$ cat src/rtl/sobel_window_ctrl.sv
// Purpose  : streams a raster image through two line buffers and a 3x3 window, feeding the
//            combinational sobel_module and registering its 1-bit edge result per interior pixel.
// Latency  : edge bit valid one cycle after its triggering pixel (bottom-right of window) is accepted.
// Backpress: single output register, no skid: pix_ready = ~edge_valid | edge_ready.
// Ports    : pix_in/pix_valid/pix_sof/pix_ready  - pixel stream in, row-major, SOF marks (0,0)
//            threshold_in                        - sampled on the accepted SOF pixel
//            sob_p0..p8 (no p4), sob_threshold   - window taps / threshold to sobel_module
//            sob_result                          - combinational edge decision back from sobel_module
//            edge_out/edge_valid/edge_ready/edge_eol - edge stream out, eol on last interior column
//            busy, frame_done                    - frame in progress / one-cycle end-of-frame pulse
// Option   : SOBEL_EDGE_COUNT_EN adds a 16-bit saturating per-frame edge_count output.
module sobel_window_ctrl #(
  parameter int IMG_WIDTH  = 64,
  parameter int IMG_HEIGHT = 48
) (
  input  logic       clk,
  input  logic       rst_n,
  input  logic [7:0] pix_in,
  input  logic       pix_valid,
  input  logic       pix_sof,
  output logic       pix_ready,
  input  logic [7:0] threshold_in,
  output logic [7:0] sob_p0,
  output logic [7:0] sob_p1,
  output logic [7:0] sob_p2,
  output logic [7:0] sob_p3,
  output logic [7:0] sob_p5,
  output logic [7:0] sob_p6,
  output logic [7:0] sob_p7,
  output logic [7:0] sob_p8,
  output logic [7:0] sob_threshold,
  input  logic       sob_result,
  output logic       edge_out,
  output logic       edge_valid,
  input  logic       edge_ready,
  output logic       edge_eol,
  output logic       busy,
`ifdef SOBEL_EDGE_COUNT_EN
  output logic [15:0] edge_count,
`endif
  output logic       frame_done
);

  localparam int CW = $clog2(IMG_WIDTH);
  localparam int RW = $clog2(IMG_HEIGHT);
  localparam logic [CW-1:0] COL_LAST = CW'(IMG_WIDTH - 1);
  localparam logic [RW-1:0] ROW_LAST = RW'(IMG_HEIGHT - 1);

  typedef enum logic [1:0] {IDLE, FILL, RUN} state_t;

  typedef struct packed {
    logic [7:0] top;
    logic [7:0] mid;
    logic [7:0] bot;
  } wcol_t;

  state_t        state, state_nxt;
  logic [CW-1:0] col, col_eff;
  logic [RW-1:0] row, row_eff;
  logic          acc, frame_acc, last_pix, emit;
  logic [7:0]    lb0 [IMG_WIDTH];
  logic [7:0]    lb1 [IMG_WIDTH];
  wcol_t         win_new, win_mid, win_old;

  assign pix_ready = ~edge_valid | edge_ready;
  assign acc       = pix_valid & pix_ready;
  // Pixels outside a frame (IDLE, no SOF) are accepted but never touch counters or buffers.
  assign frame_acc = acc & (pix_sof | (state != IDLE));
  // An SOF pixel is position (0,0) regardless of where the counters currently stand.
  assign col_eff   = pix_sof ? '0 : col;
  assign row_eff   = pix_sof ? '0 : row;
  assign last_pix  = frame_acc & ~pix_sof & (row == ROW_LAST) & (col == COL_LAST);
  assign emit      = frame_acc & ~pix_sof & (row >= RW'(2)) & (col >= CW'(2));
  assign busy      = (state != IDLE);

  // Newest window column comes straight from the buffer reads and the incoming pixel.
  assign win_new.top = lb1[col_eff];
  assign win_new.mid = lb0[col_eff];
  assign win_new.bot = pix_in;

  assign sob_p0 = win_old.top;
  assign sob_p3 = win_old.mid;
  assign sob_p6 = win_old.bot;
  assign sob_p1 = win_mid.top;
  assign sob_p7 = win_mid.bot;
  assign sob_p2 = win_new.top;
  assign sob_p5 = win_new.mid;
  assign sob_p8 = win_new.bot;

  always_comb begin
    state_nxt = state;
    if (acc & pix_sof) begin
      state_nxt = FILL;
    end else begin
      case (state)
        FILL:    if (frame_acc & (row == RW'(1)) & (col == COL_LAST)) state_nxt = RUN;
        RUN:     if (last_pix) state_nxt = IDLE;
        default: state_nxt = state;
      endcase
    end
  end

  always_ff @(posedge clk or negedge rst_n) begin
    if (!rst_n) begin
      state         <= IDLE;
      col           <= '0;
      row           <= '0;
      win_mid       <= '0;
      win_old       <= '0;
      sob_threshold <= '0;
      edge_out      <= 1'b0;
      edge_valid    <= 1'b0;
      edge_eol      <= 1'b0;
      frame_done    <= 1'b0;
    end else begin
      state      <= state_nxt;
      frame_done <= last_pix;
      if (acc & pix_sof) sob_threshold <= threshold_in;
      if (frame_acc) begin
        win_old <= win_mid;
        win_mid <= win_new;
        if (col_eff == COL_LAST) begin
          col <= '0;
          row <= (row_eff == ROW_LAST) ? '0 : row_eff + RW'(1);
        end else begin
          col <= col_eff + CW'(1);
          row <= row_eff;
        end
      end
      // A new result overrides the consume so the simultaneous ready+load case keeps valid high.
      if (emit) begin
        edge_out   <= sob_result;
        edge_eol   <= (col == COL_LAST);
        edge_valid <= 1'b1;
      end else if (edge_ready) begin
        edge_valid <= 1'b0;
      end
    end
  end

  // Line buffer storage carries no reset; a frame rewrites every column before reading it back.
  always_ff @(posedge clk) begin
    if (frame_acc) begin
      lb1[col_eff] <= lb0[col_eff];
      lb0[col_eff] <= pix_in;
    end
  end

`ifdef SOBEL_EDGE_COUNT_EN
  always_ff @(posedge clk or negedge rst_n) begin
    if (!rst_n) begin
      edge_count <= '0;
    end else if (acc & pix_sof) begin
      edge_count <= '0;
    end else if (emit & sob_result & (edge_count != 16'hFFFF)) begin
      edge_count <= edge_count + 16'd1;
    end
  end
`endif

endmodule

$ cat config.mk
export PLATFORM = sky130hd
export DESIGN_NAME = sobel_window_ctrl
export DESIGN_NICKNAME = d
export VERILOG_FILES = /design/src/rtl/sobel_window_ctrl.sv
export SDC_FILE = /design/constraint.sdc
export NUM_CORES = 1
export LEC_CHECK = 0
export ABC_AREA = 1
export BUFFER_PORTS_ARGS = -buffer_cell sky130_fd_sc_hd__buf_2
export CAP_MARGIN = 20
export CORE_ASPECT_RATIO = 0.9
export CORE_MARGIN = 8
export CORE_UTILIZATION = 35
export CTS_BUF_LIST = sky130_fd_sc_hd__clkbuf_16
export CTS_CLUSTER_SIZE = 30
export DETAILED_ROUTE_END_ITERATION = 16
export GPL_TIMING_DRIVEN = 0
export PLACE_DENSITY_LB_ADDON = 0.25
export SYNTH_ARGS = -nofsm -noshare
export SYNTH_HDL_FRONTEND = slang
export SYNTH_SLANG_ARGS = --single-unit
$ cat constraint.sdc
create_clock -name clk -period 3.3 [get_ports clk]
set_input_delay 0.33 -clock clk [delete_from_list [all_inputs] [get_ports clk]]
set_output_delay 0.33 -clock clk [all_outputs]
set_load 0.01 [all_outputs]
==> After elaboration in Yosys (flattened, before gate mapping) <==
Memories as Yosys holds them, arrays and structs flattened.
Cells that the tools add are included.
{ "classes": {"n_mux": 13, "n_bitwise": 14, "n_reduce_logical": 4, "magnitude_cmp": 2, "n_eq_ne": 9, "n_addsub": 2} }
{ "ops": {"columns": ["operator", "n"], "rows": [
  ["two-way mux 6 bit", 5],
  ["equality test 6 bit (second input constant)", 4],
  ["adder 6 x 1 -> 6 bit (second input constant)", 2],
  ["greater-or-equal comparator 6 x 2 -> 1 bit (second input constant)", 2],
  ["AND 1 bit", 10],
  ["equality test 6 x 1 -> 1 bit (second input constant)", 1],
  ["two-way mux 2 bit", 3],
  ["inequality test 3 bit (second input constant)", 2],
  ["two-way mux 1 bit", 4],
  ["one-hot mux 2 bit (2 select lines)", 1],
  ["nonzero test 2 bit", 2],
  ["AND reduction 3 bit", 1],
  ["nonzero test 3 bit", 1],
  ["equality test 2 x 1 -> 1 bit (second input constant)", 1],
  ["equality test 2 bit (second input constant)", 1],
  ["inverter 1 bit", 2],
  ["bitwise OR 1 bit", 2]
]} }
{ "word_totals": {"out_inout_bits": 78, "inputBits": 22, "mem_count": 2, "ramBits": 1024, "regBits": 74} }
{ "mem_list": {"columns": ["name", "depth", "width", "rd", "rd_ports_with_merged_regs", "write_ports", "line", "source"], "rows": [
  ["lb0", 64, 8, 1, 0, 1, "61", "logic [7:0] lb0 [IMG_WIDTH];"],
  ["lb1", 64, 8, 1, 0, 1, "62", "logic [7:0] lb1 [IMG_WIDTH];"]
]} }

==> Depth between registers and ports, before layout <==
{ "logic_depth": {"word_depth": 10, "depth_mapped": 18} }

==> Worst setup path before layout <==
OpenSTA, ideal clock, no wires.
{ "synth_path": {"kind": "reg2reg", "from": "register col[3]", "to": "memory lb0[6][0], enable pin", "required_time_ns": 2.891, "slack_ns": 0.285, "n_path_buf": 2, "setup_time_ns": 0.409, "path_stages_with_launch": 8, "arrival_ns": 2.606, "period_less_slack_ns": 3.015, "path_cell_list": "dfrtp_1 > buf_2 > nand2_2 > inv_1 > nor3_2 > clkbuf_1 > nand2_1 > nor3_1"} }
{ "synth_via": {"elab_chain_len": 1} }
{ "synth_lines": {"columns": ["element", "line", "source"], "rows": [
  ["start, declared", "58", "logic [CW-1:0] col, col_eff;"],
  ["start signal, assigned", "126", "col <= col_eff + CW'(1);"],
  ["two-way mux 6 bit", "70", "assign col_eff = pix_sof ? '0 : col;"],
  ["end, declared", "61", null]
]} }
Every way passes these cells.

==> Worst setup path after layout <==
{ "layout_path": {"from": "register col[2]", "to": "output sob_p2[2]"} }
{ "layout_via": {"elab_chain_len": 2} }
{ "layout_lines": {"columns": ["element", "line", "source"], "rows": [
  ["two-way mux 6 bit", "70", null],
  ["memory (64 x 8 bit)", null, null],
  ["end, declared", "25", "output logic [7:0] sob_p2,"]
]} }
Every way passes these cells.

==> impl_metrics.toml <==
[power_and_ir_drop]
power.density_nw_per_um2 = 709
swShare_pct = 33.4
seq_power_share_pct = 41.4
clkPwrFrac_pct = 30.1
power_frac_comb_pct = 28.4
p_leak_nw = 23.0
p_int_mw = 27.0
worst_ir_drop_vdd_mv = 0.504
finalPower_mw = 40.6
power.switching_mw = 13.5

[critical_path]
r2r_cells = 7
endpoint_kind = "output pin"
crit_path_start_kind = "flip-flop"
path_depth = 12
path_buf_inv = 5
critPathSlowestCell = "dfrtp_2"
worstPathArrival_ps = 3330
crit_top_cell = "nand2_1"
critPathMaxFanout = 10
cpLargestDelayFamily = "buffers and inverters"
crit_type = "flip-flop to output pin"
critPathMaxStageDelay_ps = 500
worst_ep_required_time_ps = 2970
path_cells = "inv_1, nor2_4, buf_12, buf_6, buf_4, nand2_1, nand2_1, nand2_1, nand2_1, nor2_1, nand2_2, buf_6"

[finish]
layout-drive-gt1-share_pct = 18.6
area.growth.synth_to_final_pct = 25.1
fill_cells = 11900
num-nets-final = 4766
layout_common_cells = "2288 x nand2_1, 1024 x edfxtp_1, 141 x buf_4"
layout_commonest_cell = "nand2_1"

[synth]
synthXorXnorAreaFrac_pct = 0.0575
synth_top_family_by_area = "simple AND/OR/NAND/NOR gates"
synthDistinctLibCells = 35
synthesis.area_um2 = 45700
syn_inst = 4346
synth_nets = 4370
synthSimpleGateAreaFrac_pct = 21.8
synth-compound-area-share_pct = 3.37
yosysWarnings = 0
syn-mean-instance-area_um2 = 10.5
synth.mux.area_fraction_pct = 0.222
synthAdderAreaFrac_pct = 0.0547
yosys_register_bits = 1098
yosysSeqAreaShare_pct = 71.3

[clock_network]
cts_buffers = 110
clock_sinks = 1098
h-tree-depth = 3
tritoncts = "yes"
cts-root-buf = "clkbuf_16"
clockBufferDepth = 3
clk_pin_slew_ps = 60
worst_skew_pair.late_latency_ps = 750

[detailed_routing]
postRouteAntennaNets = 0
drc_errors = 0
avgRoutedWirePerCell_um = 27.4
drt_iter0_markers = 4685
dr.pass1.iters = 6
wl_um = 180000
dr_total_vias = 34800
viasPerCell = 5.29

[global_route]
track_usage_pct = 24.2
met1_usage_pct = 34.4
grt_max_degree = 67
top_usage_layer = "met2"
use_met2_pct = 34.5
antenna_found_initial = 6
grt_pass1_wl_um = 245000
grt_pass1_vias = 31600
use_met3_pct = 7.02
overflow = 0

[sta]
worst_pin_slew_ps = 1020
fin_ws_ps = -363
fmax_mhz = 273
period_share_pct = 111
skew_ps = 29.5
slew_violations = 0
post-route-min-period_ps = 3660
maxSlewHeadroom_pct = 32.1
whs_ps = 39.0
setup_violations = 185
rsz0062_at_grt = "true"
hold_viol = 0

[die]
fp.dieH_um = 359
start_util_pct = 35.1
die_width_um = 397
coreArea_um2 = 130000
rows = 126
dieArea_um2 = 142000
ioPinCount = 100

[min_path]
holdPathStages = 3
hold_path.class = "primary input to flip-flop"

[placed_design]
dp_hpwl_um = 114000
gp_congestion = 0.963
port_buffers = 99

[status]
status = "finished, violations left"
violations = "negative setup slack"

[flow_run]
cap_violations = 0
-- synth_stat cells (all sizes together) --
cell type | count | share of area (%)
o2bb2ai | 1 | 0.019
buf | 168 | 1.9
or2 | 8 | 0.11
o31ai | 1 | 0.016
nor3 | 12 | 0.14
nand3 | 44 | 0.49
mux2 | 9 | 0.22
dfrtp | 74 | 4.0
nand4 | 4 | 0.055
nor2 | 158 | 1.3
o21ai | 123 | 1.3
and2 | 2 | 0.027
clkbuf | 71 | 0.58
edfxtp | 1024 | 67
ha | 2 | 0.055
o211ai | 21 | 0.34
nor4 | 1 | 0.014
a21boi | 1 | 0.016
nor3b | 1 | 0.016
xor2 | 2 | 0.038
o22ai | 2 | 0.027
inv | 79 | 0.65
a22oi | 3 | 0.049
xnor2 | 1 | 0.019
a21oi | 142 | 1.6
nand2 | 2392 | 20
-- worst paths after layout --
kind / start / end / slack [ps]
worst max-delay path: col[2] / sob_p2[2] / -360
worst min-delay path: pix_in[2] / sob_p7[2] / 40
worst max register to register: col[3] / lb1[41][1] / -120
worst min register to register: win_mid[10] / sob_p3[2] / 470
max in group asynchronous: rst_n / win_mid[12] / 2210
min in group asynchronous: rst_n / sob_p0[6] / 150
-- cell type report --
class / count / area, um^2 / share of cell area, %
Sequential cell: 1098 / 32600 / 57.0
Multi-Input combinational cell: 2934 / 12800 / 22.4
Timing Repair Buffer: 281 / 3600 / 6.30
Clock buffer: 113 / 2830 / 4.94
Buffer: 238 / 2210 / 3.87
Tap cell: 1728 / 2160 / 3.78
Clock inverter: 95 / 637 / 1.11
Inverter: 79 / 307 / 0.536
Antenna cell: 3 / 7.51 / 0.0131
-- logic make-up (layout without fill, tap and decap cells) --
group           count (synthesis)  count (layout)
compound gates                294             294
xor+xnor                        3               3
fa+ha+maj                       2               2
buf+inv                       318             806
flops                        1098            1098
mux                             9               9
other cells                     0               3
simple gates                 2622            2626
-- what timing repair did --
| action | in CTS | in global routing |
|---|---|---|
| cloned | 20 | 2 |
| hold buffers | 14 | 0 |
| gates resized for setup | 476 | 152 |
| setup endpoints to repair | 1511 | 814 |
| setup buffers | 52 | 37 |
| endpoints found under the hold margin | 93 | 0 |
| pin swaps | 46 | 65 |
-- worst reg2reg max path: stages, from the launching register on --
cell,delay [ps]
dfrtp_1,310
buf_2,230
nand2_2,270
nor3_4,510
clkbuf_4,440
inv_1,360
nor2_2,720
buf_8,280
-- flip-flops by register name, summed over array words and instances (netlist names) --
register	count
lb0	512
lb1	512
sob_p0	8
sob_p1	8
sob_p3	8
sob_p6	8
sob_p7	8
sob_threshold	8
win_mid	8
col	6
row	6
state	2
edge_eol	1
edge_out	1
edge_valid	1
frame_done	1
-- stage by stage --
stage                     area (um^2)  setup WS [ps]  std cells  util, %  setup TNS (ps)
after floorplan                 45700            285       4346        -               0
after global placement          48400          -3700       6173     37.1        -3606320
after detailed placement        50200          -1700       6235     38.5        -1273800
after CTS                       56200           -301       6529     43.1          -29700
after global routing            57200           -403       6568     43.9           -6660
final                           57200           -363       6569     43.9          -12030
-- routing by layer --
metal  part of all wire, %  routed length [um]
met4                   5.3                9470
met5                0.0072                  13
met3                    14               25300
met2                    41               74000
met1                    40               71200
-- power by group through the flow --
stage / clock (mW) / sequential (mW) / combinational (mW)
finish: 12.2 / 16.8 / 11.5
detailed placement: 0 / 17.1 / 8.70
global placement: 0 / 17.3 / 8.20
global route: 12.8 / 16.9 / 12.1
CTS: 12.3 / 16.8 / 10.8
floorplan: 0 / 17.2 / 4.23
No activity file was read; power rests on OpenSTA's default activity.
